File: src/rtl/mst_fifo_arbiter_if.sv
// Bus between the two source FIFOs, the shared master-write FIFO and the arbiter.
// The arbiter uses the master modport; the FIFO side (or a bench) uses slave.
interface mst_fifo_arbiter_if;
   logic [17:0] s0_dout;
   logic        s0_empty;
   logic        s0_rd_en;
   logic [17:0] s1_dout;
   logic        s1_empty;
   logic        s1_rd_en;
   logic [17:0] mst_din;
   logic        mst_wr_en;
   logic        mst_full;

   // Handshake: a word moves from a source FIFO when rd_en is high at a clock edge
   // (FWFT head is valid while !empty); it reaches the master FIFO one cycle later on wr_en.
   modport master (
      input  s0_dout, s0_empty, s1_dout, s1_empty, mst_full,
      output s0_rd_en, s1_rd_en, mst_din, mst_wr_en
   );

   modport slave (
      output s0_dout, s0_empty, s1_dout, s1_empty, mst_full,
      input  s0_rd_en, s1_rd_en, mst_din, mst_wr_en
   );
endinterface

File: src/rtl/mst_fifo_arbiter.sv
// Packet-granular arbiter sharing the PCIe master-write FIFO between receive DMA (src0)
// and the completion/register path (src1). Words: bit17 SOP, bit16 EOP, bits15:0 payload.
module mst_fifo_arbiter #(
   parameter bit PRIO_MODE = 1'b0,
   parameter int CNT_W     = 16
) (
   input  logic                 sys_clk,
   input  logic                 sys_rst_n,
   input  logic                 en,
   input  logic                 err_clr,
   mst_fifo_arbiter_if.master   bus,
   output logic [1:0]           grant,
   output logic                 busy,
   output logic [CNT_W-1:0]     s0_pkt_cnt,
   output logic [CNT_W-1:0]     s1_pkt_cnt,
   output logic                 proto_err
);

   typedef enum logic {ST_IDLE, ST_PKT} state_t;

   state_t           r_state;
   logic             r_run;
   logic             r_last_g;
   logic [1:0]       r_grant;
   logic [17:0]      r_din;
   logic             r_wr;
   logic [CNT_W-1:0] r_cnt0;
   logic [CNT_W-1:0] r_cnt1;
   logic             r_err;

   logic             w_cand0, w_cand1, w_bad0, w_bad1, w_win;
   logic             w_rd0, w_rd1, w_pop, w_discard, w_sop_grant, w_fwd, w_err_set;
   logic [17:0]      w_word;

   assign w_cand0 = !bus.s0_empty &  bus.s0_dout[17];
   assign w_cand1 = !bus.s1_empty &  bus.s1_dout[17];
   assign w_bad0  = !bus.s0_empty & !bus.s0_dout[17];
   assign w_bad1  = !bus.s1_empty & !bus.s1_dout[17];

   // w_win: 0 = src0, 1 = src1; a round-robin tie goes to the source not granted last
   assign w_win = PRIO_MODE ? !w_cand0
                            : ((w_cand0 & w_cand1) ? !r_last_g : w_cand1);

   always_comb begin
      w_rd0       = 1'b0;
      w_rd1       = 1'b0;
      w_discard   = 1'b0;
      w_sop_grant = 1'b0;
      if (r_run && !bus.mst_full) begin
         case (r_state)
            ST_IDLE: begin
               if (en) begin
                  if (w_bad0) begin
                     w_rd0     = 1'b1;
                     w_discard = 1'b1;
                  end else if (w_bad1) begin
                     w_rd1     = 1'b1;
                     w_discard = 1'b1;
                  end else if (w_cand0 || w_cand1) begin
                     w_sop_grant = 1'b1;
                     w_rd0       = !w_win;
                     w_rd1       =  w_win;
                  end
               end
            end
            ST_PKT: begin
               w_rd0 = r_grant[0] & !bus.s0_empty;
               w_rd1 = r_grant[1] & !bus.s1_empty;
            end
            default: ;
         endcase
      end
   end

   assign w_pop     = w_rd0 | w_rd1;
   assign w_word    = w_rd1 ? bus.s1_dout : bus.s0_dout;
   assign w_fwd     = w_pop & !w_discard;
   assign w_err_set = w_discard | ((r_state == ST_PKT) & w_pop & w_word[17] & !w_word[16]);

   always_ff @(posedge sys_clk or negedge sys_rst_n) begin
      if (!sys_rst_n) begin
         r_state  <= ST_IDLE;
         r_run    <= 1'b0;
         r_last_g <= 1'b1;
         r_grant  <= 2'b00;
         r_din    <= '0;
         r_wr     <= 1'b0;
         r_cnt0   <= '0;
         r_cnt1   <= '0;
         r_err    <= 1'b0;
      end else begin
         r_run <= 1'b1;
         r_wr  <= w_fwd;
         if (w_fwd) r_din <= w_word;
         if (w_fwd && w_word[16]) begin
            if (w_rd1) r_cnt1 <= r_cnt1 + CNT_W'(1);
            else       r_cnt0 <= r_cnt0 + CNT_W'(1);
         end
         // A new error in the same cycle as err_clr keeps the flag set
         r_err <= w_err_set | (r_err & !err_clr);
         case (r_state)
            ST_IDLE: begin
               if (w_sop_grant) begin
                  r_grant  <= w_rd1 ? 2'b10 : 2'b01;
                  r_last_g <= w_rd1;
                  if (!w_word[16]) r_state <= ST_PKT;
               end else begin
                  r_grant <= 2'b00;
               end
            end
            ST_PKT: begin
               if (w_pop && w_word[16]) begin
                  r_state <= ST_IDLE;
                  r_grant <= 2'b00;
               end
            end
            default: r_state <= ST_IDLE;
         endcase
      end
   end

   assign bus.s0_rd_en  = w_rd0;
   assign bus.s1_rd_en  = w_rd1;
   assign bus.mst_din   = r_din;
   assign bus.mst_wr_en = r_wr;
   assign grant         = r_grant;
   assign busy          = (r_state == ST_PKT);
   assign s0_pkt_cnt    = r_cnt0;
   assign s1_pkt_cnt    = r_cnt1;
   assign proto_err     = r_err;

endmodule
File: src/flat_wrapper.sv
// flat-port wrapper written by rule: the top's interface ports become plain ports
module mst_fifo_arbiter_flat 
#(
   parameter bit PRIO_MODE = 1'b0,
   parameter int CNT_W     = 16
)
  (sys_clk, sys_rst_n, en, err_clr, grant, busy, s0_pkt_cnt, s1_pkt_cnt, proto_err, bus_s0_dout, bus_s0_empty, bus_s1_dout, bus_s1_empty, bus_mst_full, bus_s0_rd_en, bus_s1_rd_en, bus_mst_din, bus_mst_wr_en);
  mst_fifo_arbiter_if bus_i ();
  input  logic sys_clk;
  input  logic sys_rst_n;
  input  logic en;
  input  logic err_clr;
  output logic [1:0] grant;
  output logic busy;
  output logic [CNT_W-1:0] s0_pkt_cnt;
  output logic [CNT_W-1:0] s1_pkt_cnt;
  output logic proto_err;
  input wire logic [$bits(bus_i.s0_dout)-1:0] bus_s0_dout;
  input wire logic [$bits(bus_i.s0_empty)-1:0] bus_s0_empty;
  input wire logic [$bits(bus_i.s1_dout)-1:0] bus_s1_dout;
  input wire logic [$bits(bus_i.s1_empty)-1:0] bus_s1_empty;
  input wire logic [$bits(bus_i.mst_full)-1:0] bus_mst_full;
  output wire logic [$bits(bus_i.s0_rd_en)-1:0] bus_s0_rd_en;
  output wire logic [$bits(bus_i.s1_rd_en)-1:0] bus_s1_rd_en;
  output wire logic [$bits(bus_i.mst_din)-1:0] bus_mst_din;
  output wire logic [$bits(bus_i.mst_wr_en)-1:0] bus_mst_wr_en;
  assign bus_i.s0_dout = bus_s0_dout;
  assign bus_i.s0_empty = bus_s0_empty;
  assign bus_i.s1_dout = bus_s1_dout;
  assign bus_i.s1_empty = bus_s1_empty;
  assign bus_i.mst_full = bus_mst_full;
  assign bus_s0_rd_en = bus_i.s0_rd_en;
  assign bus_s1_rd_en = bus_i.s1_rd_en;
  assign bus_mst_din = bus_i.mst_din;
  assign bus_mst_wr_en = bus_i.mst_wr_en;
  mst_fifo_arbiter #(.PRIO_MODE(PRIO_MODE), .CNT_W(CNT_W)) u_core (.sys_clk(sys_clk), .sys_rst_n(sys_rst_n), .en(en), .err_clr(err_clr), .bus(bus_i), .grant(grant), .busy(busy), .s0_pkt_cnt(s0_pkt_cnt), .s1_pkt_cnt(s1_pkt_cnt), .proto_err(proto_err));
endmodule
File: config.mk
export PLATFORM = sky130hd
export DESIGN_NAME = mst_fifo_arbiter_flat
export DESIGN_NICKNAME = d
export VERILOG_FILES = /design/src/rtl/mst_fifo_arbiter_if.sv /design/src/rtl/mst_fifo_arbiter.sv /design/src/flat_wrapper.sv
export SDC_FILE = /design/constraint.sdc
export NUM_CORES = 1
export LEC_CHECK = 0
export CORE_MARGIN = 3
export CORE_UTILIZATION = 46
export CTS_BUF_LIST = sky130_fd_sc_hd__clkbuf_4
export DETAILED_ROUTE_END_ITERATION = 6
export GPL_TIMING_DRIVEN = 0
export PLACE_DENSITY = 0.85
export RECOVER_POWER = 50
export REMOVE_ABC_BUFFERS = 1
export SLEW_MARGIN = 20
export SYNTH_ARGS = -nofsm -noshare
export SYNTH_HDL_FRONTEND = slang
export SYNTH_SLANG_ARGS = --single-unit
File: constraint.sdc
create_clock -name sys_clk -period 2.59 [get_ports sys_clk]
set_input_delay 0.259 -clock sys_clk [delete_from_list [all_inputs] [get_ports sys_clk]]
set_output_delay 0.259 -clock sys_clk [all_outputs]
set_load 0.02 [all_outputs]
==> summary.md <==
| Metric | Value |
|---|---|
| Outcome | `completed` |
| Nets | `432` |
| Diodes inserted | `0` |
| Crit path DAT | `2.20 ns` |
| Rows | `27` |
| Routed wire length per instance | `16.22 um` |
| Routed WL | `7512 um` |
| Clk slew on worst S/H paths | `0.09 ns` |
| Hold Crit Class | `input pin to register` |
| Period minus WS final | `2.459 ns` |
| Maximum clock insertion buffer count | `2` |
| Critical path class | `register to primary output` |
| PD cells | `667.0 mW/mm^2` |
| Final period utilization | `94.96%` |
| Post-place setup slack | `-0.6088 ns` |
| IO Port Bufs | `99` |
| Ys Warns | `0` |
| CTS Buf Count | `9` |
| Initial Utilization | `48.68%` |
| First-pass GRT wire length | `12610 um` |
| Placed cell count | `444` |
| Via Count | `2553` |
| Synth Area per Inst | `9.705 um^2` |
| DIE AREA | `0.006934 mm^2` |
| # fillers | `440` |
| Initial antenna violation count | `0` |
| Post-synth EDFFs | `0` |
| RSZ-0062 raised after global routing | `no` |
| Actual slew at the worst max-slew pin | `1.398 ns` |
| Hold WS | `0.4115 ns` |
| CP startpoint kind | `register` |
| Non-Filler Instances | `463` |
| Area grow syn2layout | `44.42%` |
| Hpwl dp | `5239 um` |
| Post-DRT Antenna Nets | `0` |
| Sequential-to-total area share from yosys stat | `51.98%` |
| Top_reg_cell synth | `dfrtp_1` |
| Crit path max fanout | `33` |
| Max Cap Viol | `0` |
| Fin area | `0.003966 mm^2` |
| Chip height | `83.27 um` |
| Number of I/O pins | `100` |
| Clk Latency, worst-skew pair | `0.40 ns` |
| Vias/cell | `5.514` |
| Worst Setup End Kind | `primary output` |
| Register bit count reported by yosys | `57` |
| Initial DRC count | `110` |
| H-tree lvl count | `3` |
| Detailed Routing Iterations Pass 1 | `4` |
| Vias in the first global route | `2531` |
| Setup TNS | `0 ns` |
| Root buf cell | `clkbuf_4` |
| Dpl cell area | `0.003791 mm^2` |
| Final setup vio count | `0` |
| P_leak | `1.769 nW` |
| Grt total ovfl | `0` |
| Die Wd | `83.27 um` |
| Core ar. | `0.005642 mm^2` |
| Yosys cell types | `42` |
| Final Total Pwr | `2.645 mW` |
| Largest net degree at the start of global routing | `58` |
| Final hold violations | `0` |
| Post-route DRC violation count | `0` |
| Asr flop ratio synth | `100.0%` |
| Final Worst Setup Slack | `0.1307 ns` |
| GRT Resource Usage Total | `22.34%` |
| Final Util | `70.30%` |
| RD Place Congestion | `0.8383` |
| CTS tree | `yes` |
| Mapped Cells | `283` |
| Relative slew slack | `6.814%` |
| Layout cell share with drive strength beyond 1 | `7.673%` |
| Fin. max-slew vios | `0` |
| Clk_skew | `0.009956 ns` |
| Clock sinks | `57` |
| Worst endpoint required time | `2.33 ns` |
| Maximum vdd drop | `454.2 uV` |
| Max Clock Freq | `0.4066 GHz` |
| Area of the mapped netlist | `0.002746 mm^2` |
## cell usage after synthesis (2+ instances only)
master	n	share of area (%)
and3_1	4	0.91
inv_1	6	0.82
o21ai_0	2	0.36
xor2_1	20	6.4
nor3_1	8	1.5
dfrtp_1	56	51
nor4_1	10	2.3
buf_6	2	0.82
a21oi_1	2	0.36
xnor2_1	10	3.2
ha_1	2	0.91
buf_2	3	0.55
and4_1	4	1.3
mux2_2	2	0.82
clkbuf_1	6	0.82
nand2_1	49	6.7
nand3_1	16	2.9
a31oi_1	18	4.1
and2_1	3	0.68
nor2_1	25	3.4
nor2b_1	5	1.1
o22ai_1	2	0.46
nand4_1	9	2.0
## routing by layer
metal	wire (um)	vias up	global-route usage [%]	share of wire, %
met5	0	-	0	0
met2	3601	103	35.28	48
met3	482	20	4.861	6.4
met4	185	0	11.00	2.5
met1	3243	1227	29.05	43
li1	-	1203	-	-
## what timing repair did
action / 4_1_cts / 5_1_grt
hold buffers: 1 / 0
setup buffers: 1 / 2
cloned: 0 / 0
gates resized for setup: 8 / 1
endpoints found under the setup margin: 3 / 1
endpoints found under the hold margin: 56 / 0
pin swaps: 1 / 0
## critical path: stages (launching register included)
cell	delay [ns]
dfrtp_1	0.50
nand3b_1	0.26
a21oi_2	0.29
o21ai_4	0.12
inv_6	0.24
dlygate4sd2_1	0.37
## cells by family after synthesis
kind of cell               after synthesis  synth area share [%]
buffers and inverters                   18                 3.143
DFF                                     57                 51.98
other                                    1                0.1365
and+or+nand+nor                        138                 24.33
adders and majority gates                2                0.9110
xor gates and xnor gates                30                 9.567
AOI/OAI and AO/OA                       35                 9.112
muxes                                    2                0.8200
## final timing paths
check                                                       start                                  to  slack [ns]  cells after the start
max in group asynchronous                               sys_rst_n  u_core.bus.mst_din[10]$_DFFE_PN0P_        1.03                      2
worst min-delay path                              bus_s1_dout[11]  u_core.bus.mst_din[11]$_DFFE_PN0P_        0.41                      3
worst max-delay path                        u_core.busy$_DFF_PN0_                        bus_s1_rd_en        0.13                      5
worst max register to register              u_core.busy$_DFF_PN0_  u_core.bus.mst_din[13]$_DFFE_PN0P_        0.37                      7
min in group asynchronous                               sys_rst_n    u_core.s1_pkt_cnt[0]$_DFFE_PN0P_        0.70                      2
worst min register to register  u_core.s0_pkt_cnt[15]$_DFFE_PN0P_   u_core.s0_pkt_cnt[15]$_DFFE_PN0P_        0.49                      1
## state kept, by name, summed over array words and instances, names as in the netlist
signal                flops
u_core.bus.mst_din       18
u_core.bus.mst_wr_en      1
u_core.busy               1
u_core.grant              2
u_core.proto_err          1
u_core.r_last_g           1
u_core.r_run              1
u_core.s0_pkt_cnt        16
u_core.s1_pkt_cnt        16
## where the power goes
group / internal, mW / switching (mW)
sequential: 1.05 / 0.117
clock: 0.291 / 0.322
combinational: 0.406 / 0.457
## cell type report
class | instances | area, um^2 | share of cell area [%]
sequential | 57 | 1428 | 35.99
multi-input combinational | 208 | 1262 | 31.83
tap | 72 | 90.09 | 2.271
clock inverter | 5 | 47.55 | 1.199
timing repair buffer | 104 | 1032 | 26.03
clock buffer | 10 | 75.07 | 1.893
inverter | 7 | 31.28 | 0.7886
## placed cells by master, fill, tap and decap left out, types with 2 or more instances in the layout
cell             instances
clkdlybuf4s50_1         70
dfrtp_1                 56
nand2_1                 49
dlygate4sd3_1           28
nor2_1                  25
xor2_1                  20
a31oi_1                 18
nand3_1                 16
xnor2_1                 10
nor4_1                  10
clkbuf_4                10
nand4_1                  9
nor3_1                   8
inv_1                    6
nor2b_1                  4
and3_1                   4
and4_1                   4
and2_1                   3
buf_4                    3
o21ai_0                  2
o22ai_1                  2
mux2_2                   2
ha_1                     2
clkinv_2                 2
clkinv_1                 2
Power figures use the tool's default switching activity.
